`src/rtl/uart_tlul_pkg.sv`:
```
// uart_tlul_pkg: TL-UL opcodes, bridge states and the uart_core register map
package uart_tlul_pkg;
  localparam int UART_REG_AW = 12;
  typedef enum logic [2:0] {
    PutFullData    = 3'd0,
    PutPartialData = 3'd1,
    Get            = 3'd4
  } tl_a_op_e;
  typedef enum logic [2:0] {
    AccessAck     = 3'd0,
    AccessAckData = 3'd1
  } tl_d_op_e;
  typedef enum logic [1:0] {
    IDLE,
    ACCESS,
    WAIT_RD,
    RESP
  } bridge_state_e;
  localparam logic [UART_REG_AW-1:0] UART_BAUD_ADDR   = 12'h000;
  localparam logic [UART_REG_AW-1:0] UART_CTRL_ADDR   = 12'h004;
  localparam logic [UART_REG_AW-1:0] UART_STATUS_ADDR = 12'h008;
  localparam logic [UART_REG_AW-1:0] UART_TXDATA_ADDR = 12'h00C;
  localparam logic [UART_REG_AW-1:0] UART_RXDATA_ADDR = 12'h010;
endpackage

```
`src/rtl/uart_tlul_bridge.sv`:
```
// uart_tlul_bridge: TL-UL device adapter driving uart_core register strobes (define UART_TLUL_ADDR_CHECK_EN to reject accesses outside the BASE_ADDR page)
module uart_tlul_bridge
  import uart_tlul_pkg::*;
#(
  parameter int          SRC_W     = 8,
  parameter int          RD_LAT    = 1,
  parameter logic [31:0] BASE_ADDR = 32'h4000_0000
) (
  input  logic                   clk_i,
  input  logic                   rst_ni,
  input  logic                   a_valid_i,
  input  logic [2:0]             a_opcode_i,
  input  logic [1:0]             a_size_i,
  input  logic [31:0]            a_address_i,
  input  logic [3:0]             a_mask_i,
  input  logic [31:0]            a_data_i,
  input  logic [SRC_W-1:0]       a_source_i,
  output logic                   a_ready_o,
  output logic                   d_valid_o,
  output logic [2:0]             d_opcode_o,
  output logic [1:0]             d_size_o,
  output logic [SRC_W-1:0]       d_source_o,
  output logic [31:0]            d_data_o,
  output logic                   d_error_o,
  input  logic                   d_ready_i,
  output logic [UART_REG_AW-1:0] reg_addr_o,
  output logic [31:0]            reg_wdata_o,
  output logic                   reg_we_o,
  output logic                   reg_re_o,
  input  logic [31:0]            reg_rdata_i
);
  bridge_state_e          state_q, state_d;
  logic [1:0]             cnt_q, cnt_d;
  logic                   d_valid_q, d_valid_d;
  tl_d_op_e               d_opcode_q, d_opcode_d;
  logic [1:0]             d_size_q, d_size_d;
  logic [SRC_W-1:0]       d_source_q, d_source_d;
  logic [31:0]            d_data_q, d_data_d;
  logic                   d_error_q, d_error_d;
  logic [UART_REG_AW-1:0] reg_addr_q, reg_addr_d;
  logic [31:0]            reg_wdata_q, reg_wdata_d;
  logic                   reg_we_q, reg_we_d;
  logic                   reg_re_q, reg_re_d;
  logic                   is_put, is_get, addr_err, err;
`ifdef UART_TLUL_ADDR_CHECK_EN
  logic unused_base;
  assign unused_base = ^BASE_ADDR[11:0];
  assign addr_err = a_address_i[31:12] != BASE_ADDR[31:12];
`else
  logic unused_upper;
  assign unused_upper = ^{a_address_i[31:12], BASE_ADDR};
  assign addr_err = 1'b0;
`endif
  assign is_put = a_opcode_i == PutFullData || a_opcode_i == PutPartialData;
  assign is_get = a_opcode_i == Get;
  assign err = !(is_put || is_get) || a_size_i != 2'd2 || a_address_i[1:0] != 2'b00 ||
               (is_put && a_mask_i != 4'hF) || addr_err;
  // Next-state and next-output logic: accept, single strobe, read wait, hold response
  always_comb begin
    state_d     = state_q;
    cnt_d       = cnt_q;
    d_valid_d   = d_valid_q;
    d_opcode_d  = d_opcode_q;
    d_size_d    = d_size_q;
    d_source_d  = d_source_q;
    d_data_d    = d_data_q;
    d_error_d   = d_error_q;
    reg_addr_d  = reg_addr_q;
    reg_wdata_d = reg_wdata_q;
    reg_we_d    = 1'b0;
    reg_re_d    = 1'b0;
    case (state_q)
      IDLE: if (a_valid_i) begin
        state_d    = err ? RESP : ACCESS;
        d_valid_d  = err;
        d_error_d  = err;
        d_opcode_d = is_get ? AccessAckData : AccessAck;
        d_size_d   = a_size_i;
        d_source_d = a_source_i;
        d_data_d   = '0;
        if (!err) begin
          reg_addr_d  = a_address_i[UART_REG_AW-1:0];
          reg_wdata_d = a_data_i;
          reg_we_d    = is_put;
          reg_re_d    = is_get;
        end
      end
      ACCESS: begin
        state_d   = d_opcode_q == AccessAckData ? WAIT_RD : RESP;
        d_valid_d = d_opcode_q == AccessAck;
        cnt_d     = 2'(RD_LAT - 1);
      end
      WAIT_RD: if (cnt_q == 2'd0) begin
        state_d   = RESP;
        d_valid_d = 1'b1;
        d_data_d  = reg_rdata_i;
      end else begin
        cnt_d = cnt_q - 2'd1;
      end
      RESP: if (d_ready_i) begin
        state_d   = IDLE;
        d_valid_d = 1'b0;
      end
    endcase
  end
  // State and registered outputs; reset drops any transaction in flight
  always_ff @(posedge clk_i or negedge rst_ni) begin
    if (!rst_ni) begin
      state_q     <= IDLE;
      cnt_q       <= '0;
      d_valid_q   <= 1'b0;
      d_opcode_q  <= AccessAck;
      d_size_q    <= '0;
      d_source_q  <= '0;
      d_data_q    <= '0;
      d_error_q   <= 1'b0;
      reg_addr_q  <= '0;
      reg_wdata_q <= '0;
      reg_we_q    <= 1'b0;
      reg_re_q    <= 1'b0;
    end else begin
      state_q     <= state_d;
      cnt_q       <= cnt_d;
      d_valid_q   <= d_valid_d;
      d_opcode_q  <= d_opcode_d;
      d_size_q    <= d_size_d;
      d_source_q  <= d_source_d;
      d_data_q    <= d_data_d;
      d_error_q   <= d_error_d;
      reg_addr_q  <= reg_addr_d;
      reg_wdata_q <= reg_wdata_d;
      reg_we_q    <= reg_we_d;
      reg_re_q    <= reg_re_d;
    end
  end
  assign a_ready_o   = state_q == IDLE;
  assign d_valid_o   = d_valid_q;
  assign d_opcode_o  = d_opcode_q;
  assign d_size_o    = d_size_q;
  assign d_source_o  = d_source_q;
  assign d_data_o    = d_data_q;
  assign d_error_o   = d_error_q;
  assign reg_addr_o  = reg_addr_q;
  assign reg_wdata_o = reg_wdata_q;
  assign reg_we_o    = reg_we_q;
  assign reg_re_o    = reg_re_q;
endmodule
```
`config.mk`:
```
export PLATFORM = sky130hd
export DESIGN_NAME = uart_tlul_bridge
export DESIGN_NICKNAME = d
export VERILOG_FILES = /design/src/rtl/uart_tlul_pkg.sv /design/src/rtl/uart_tlul_bridge.sv
export SDC_FILE = /design/constraint.sdc
export NUM_CORES = 1
export LEC_CHECK = 0
export ABC_AREA = 1
export CAP_MARGIN = 30
export CORE_UTILIZATION = 36
export CTS_CLUSTER_DIAMETER = 40
export DETAILED_ROUTE_END_ITERATION = 12
export GPL_ROUTABILITY_DRIVEN = 0
export GPL_TIMING_DRIVEN = 0
export PLACE_DENSITY = 0.87
export SYNTH_ARGS = -nofsm -noshare
export SYNTH_HDL_FRONTEND = slang
export SYNTH_SLANG_ARGS = --single-unit
export TNS_END_PERCENT = 1
```
`constraint.sdc`:
```
create_clock -name clk_i -period 1.5 [get_ports clk_i]
set_clock_uncertainty 0.2 [all_clocks]
set_input_delay 0.15 -clock clk_i [delete_from_list [all_inputs] [get_ports clk_i]]
set_output_delay 0.15 -clock clk_i [all_outputs]
set_load 0.01 [all_outputs]
```
==> flow_metrics.env <==
export IMPL_global_route_wire_length_before_repair_mm=19.29
export IMPL_num_vias=4023
export IMPL_insertedDiodeCount=0
export IMPL_fmaxAchievable_mhz=597.2
export IMPL_rr_endpoint="reg_addr_o[0]$_DFFE_PN0P_"
export IMPL_dominant_combinational_cell_family_by_area_after_synthesis="simple AND/OR/NAND/NOR gates"
export IMPL_xor_xnor_cell_area_share_of_the_yosys_netlist_pct=0
export IMPL_crit_type="flip-flop to flip-flop"
export IMPL_ff2ff_path_depth=9
export IMPL_synth_mux_area_share_pct=0
export IMPL_wl_per_cell_um=15.35
export IMPL_port_buffers=188
export IMPL_cell_leakage_power_nw=3.581
export IMPL_clkLatencyLatePin_ns=0.35
export IMPL_asr_flop_ratio_synth_pct=100.0
export IMPL_antenna_violations_before_repair=0
export IMPL_synth_adder_area_share_pct=1.553
export IMPL_synth_edff_count=0
export IMPL_yosysWarningCount=0
export IMPL_num_cts_buffers=9
export IMPL_timing_critical_path_to="reg_addr_o[0]$_DFFE_PN0P_"
export IMPL_p_total_mw=9.392
export IMPL_cts_reportedPaths_clkPinSlew_ns=0.09
export IMPL_sequential_fraction_of_the_synthesis_area_pct=59.02
export IMPL_layout_drive_gt1_share_pct=18.07
export IMPL_dp_worst_setup_slack_ns=-0.5460
export IMPL_cts_root_buffer_cell="sky130_fd_sc_hd__clkbuf_8"
export IMPL_power_per_cell_area_nw_per_um2=1399
export IMPL_post_synth_top_count_cell="sky130_fd_sc_hd__nand2_1"
export IMPL_yosys_area_top_type_share_pct=59.02
export IMPL_syn_avg_cell_area_um2=9.092
export IMPL_die_h_um=107.8
export IMPL_final_setup_tns_ns=-10.68
export IMPL_timing_hold_worst_class="primary input to asynchronous set/reset pin"
export IMPL_cts_tree="done"
export IMPL_synth_compound_gate_area_share_pct=5.499
export IMPL_die_area_um2=11610
export IMPL_dpl_hpwl_mm=8.603
export IMPL_clock_sinks=95
export IMPL_filler_cell_count=909
export IMPL_cp_required_ns=1.55
export IMPL_failing_checks="setup timing"
export IMPL_die_width_um=107.8
export IMPL_synthToLayoutAreaGrowth_pct=66.67
export IMPL_post_route_min_period_ns=1.675
export IMPL_detail_route_first_pass_iterations=4
export IMPL_syn_area_um2=4028
export IMPL_detail_route_drc_violations=0
export IMPL_route_final_wire_length_mm=12.34
export IMPL_initial_utilization_pct=36.99
export IMPL_final_antenna_net_count=0
export IMPL_timing_critical_path_arrival_ns=1.72
export IMPL_drtIter0Drc=340
export IMPL_timing_final_crit_share_pct=111.6
export IMPL_grt_setup_unrepaired="yes"
export IMPL_max_vdd_ir_drop_mv=0.7146
export IMPL_max_cap_violations=0
export IMPL_cts_max_path_buffers=2
export IMPL_startpoint="state_q[1]$_DFFE_PN0P_"
export IMPL_drv_slew=0
export IMPL_outcome="finished with violations"
export IMPL_hold_violations=0
export IMPL_io_pins=211
export IMPL_placeableCoreArea_um2=10890
export IMPL_setup_viol=89
export IMPL_yosysUniqueCellTypes=24
export IMPL_yosys_area_top_type="sky130_fd_sc_hd__dfrtp_1"
export IMPL_overflow=0
export IMPL_setup_worst_path_end_class="flip-flop"
export IMPL_seqCellArea_um2=2377
export IMPL_ctsHtreeMaxLevel=3
export IMPL_post_drt_via_cell_ratio=5.004
export IMPL_simple_gate_share_of_the_synthesized_area_pct=27.90
export IMPL_cp_max_fo=6
export IMPL_synth_flop_cell="sky130_fd_sc_hd__dfrtp_1"
export IMPL_worstSetupStartpointType="flip-flop"
export IMPL_worstReg2RegStart="state_q[1]$_DFFE_PN0P_"
export IMPL_floorplan_rows=38
export IMPL_synth_area_top_cells="sky130_fd_sc_hd__dfrtp_1, sky130_fd_sc_hd__nand2_1, sky130_fd_sc_hd__nand4_1"
export IMPL_vias_in_the_first_global_route=3963
export IMPL_r2r_slack_ns=-0.17
export IMPL_multiInputGateArea_um2=1639
export IMPL_syn_inst=443
export IMPL_final_worst_setup_slack_ns=-0.1746
export IMPL_nets=783
export IMPL_netlist_top_cells_count="sky130_fd_sc_hd__nand2_1, sky130_fd_sc_hd__dfrtp_1, sky130_fd_sc_hd__nand4_1"
export IMPL_maximum_number_of_pins_on_one_net_before_global_route_repair=74
export IMPL_yosys_register_bits=95
export IMPL_track_usage_pct=21.22
==> sequential cells by signal, summed over array words and instances, names as in the netlist, 2 cells and up <==
| name | count |
|---|---|
| d_size_o | 2 |
| d_source_o | 8 |
| reg_addr_o | 12 |
| reg_wdata_o | 32 |
| d_data_o | 32 |
| cnt_q | 2 |
| state_q | 2 |
==> per-layer routing <==
| metal | track usage, % | wire [µm] | vias up | share of wire (%) |
|---|---|---|---|---|
| li1 | - | - | 1904 | - |
| met1 | 25.23 | 4767 | 1921 | 39 |
| met2 | 37.09 | 6485 | 170 | 53 |
| met3 | 5.932 | 802 | 28 | 6.5 |
| met4 | 6.262 | 284 | 0 | 2.3 |
| met5 | 0 | 0 | - | 0 |
==> worst min path at each step <==
stage                                        endpoint  slack, ns                   startpoint
final                        d_data_o[24]$_DFFE_PN0P_       0.04                       rst_ni
after global routing         d_data_o[24]$_DFFE_PN0P_       0.05                       rst_ni
after CTS                    d_data_o[24]$_DFFE_PN0P_       0.03                       rst_ni
after detailed placement     d_data_o[24]$_DFFE_PN0P_      -0.13                       rst_ni
after global placement    reg_wdata_o[29]$_DFFE_PN0P_       0.25  reg_wdata_o[29]$_DFFE_PN0P_
after floorplan                  cnt_q[0]$_DFFE_PN0P_      -0.35                       rst_ni
==> kinds of logic (layout without fill, tap and decap cells) <==
family          Yosys count  count (layout)
flops                    95              95
fa+ha+maj                 5               5
buf+inv                  47             267
other cells               1               2
compound gates           42              42
simple gates            253             253
==> cell type report <==
type	count	area share, %
sequential	95	35.41
timing repair buffer	207	29.90
multi-input combinational	302	24.42
buffer	32	4.418
tap	140	2.610
clock buffer	12	2.013
inverter	14	1.081
clock inverter	2	0.1491
==> metrics by stage <==
step / utilization, % / cell area, µm² / hold slack, ns / std cells
4_1_cts: 59.89 / 6521 / 0.03064 / 801
5_1_grt: 61.65 / 6713 / 0.05197 / 804
3_3_place_gp: 56.86 / 6191 / 0.2527 / 772
2_1_floorplan: - / 4134 / -0.3456 / 444
3_5_place_dp: 57.09 / 6216 / -0.1303 / 773
6_report: 61.65 / 6713 / 0.03700 / 804
==> power breakdown <==
part | internal, mW | switching [mW] | total [mW] | leakage [nW]
Clock | 0.583 | 0.807 | 1.39 | 0.0761
Combinational | 1.99 | 2.35 | 4.34 | 2.25
Sequential | 3.26 | 0.404 | 3.67 | 1.26
==> worst max-delay path, stage by stage, from the launching register on <==
cell and delay (ns):
sky130_fd_sc_hd__dfrtp_1 0.41, sky130_fd_sc_hd__inv_2 0.10, sky130_fd_sc_hd__ha_4 0.19, sky130_fd_sc_hd__nand2_8 0.08, sky130_fd_sc_hd__clkinv_8 0.07, sky130_fd_sc_hd__nand3_4 0.10
sky130_fd_sc_hd__buf_12 0.18, sky130_fd_sc_hd__clkbuf_16 0.15, sky130_fd_sc_hd__nand2_1 0.07, sky130_fd_sc_hd__inv_2 0.03
==> timing repair <==
item / in CTS / in global routing
endpoints found under the setup margin: 184 / 93
cloned: 3 / 2
buffers inserted: 11 / 1
endpoints found under the hold margin: 95 / 0
resized for setup: 127 / 53
hold buffers: 1 / 0
pin swaps: 8 / 3
==> cells in the final DEF (no fill, tap or decap), types with 2 or more instances in the layout <==
cell type                         instances
sky130_fd_sc_hd__nand4_1                 42
sky130_fd_sc_hd__ha_1                     3
sky130_fd_sc_hd__inv_1                    8
sky130_fd_sc_hd__clkbuf_8                11
sky130_fd_sc_hd__clkbuf_16                4
sky130_fd_sc_hd__nand3_1                 34
sky130_fd_sc_hd__nor2_2                   2
sky130_fd_sc_hd__clkbuf_2                 3
sky130_fd_sc_hd__o21ai_1                 20
sky130_fd_sc_hd__nand2_2                 27
sky130_fd_sc_hd__dlygate4sd2_1           91
sky130_fd_sc_hd__nor2_1                   8
sky130_fd_sc_hd__buf_12                   3
sky130_fd_sc_hd__clkinv_2                 2
sky130_fd_sc_hd__buf_2                   12
sky130_fd_sc_hd__buf_6                    7
sky130_fd_sc_hd__dfrtp_1                 95
sky130_fd_sc_hd__conb_1                   2
sky130_fd_sc_hd__inv_2                    4
sky130_fd_sc_hd__nand2_4                  2
sky130_fd_sc_hd__ha_4                     2
sky130_fd_sc_hd__o21ai_4                  2
sky130_fd_sc_hd__buf_8                    4
sky130_fd_sc_hd__nand2_1                132
sky130_fd_sc_hd__buf_4                   15
sky130_fd_sc_hd__nor2_4                   2
sky130_fd_sc_hd__nand2_8                  3
sky130_fd_sc_hd__o21ai_2                 11
sky130_fd_sc_hd__o21ai_0                  5
sky130_fd_sc_hd__clkbuf_1                 4
sky130_fd_sc_hd__clkdlybuf4s50_1         95
(Power assumes the default switching activity.)
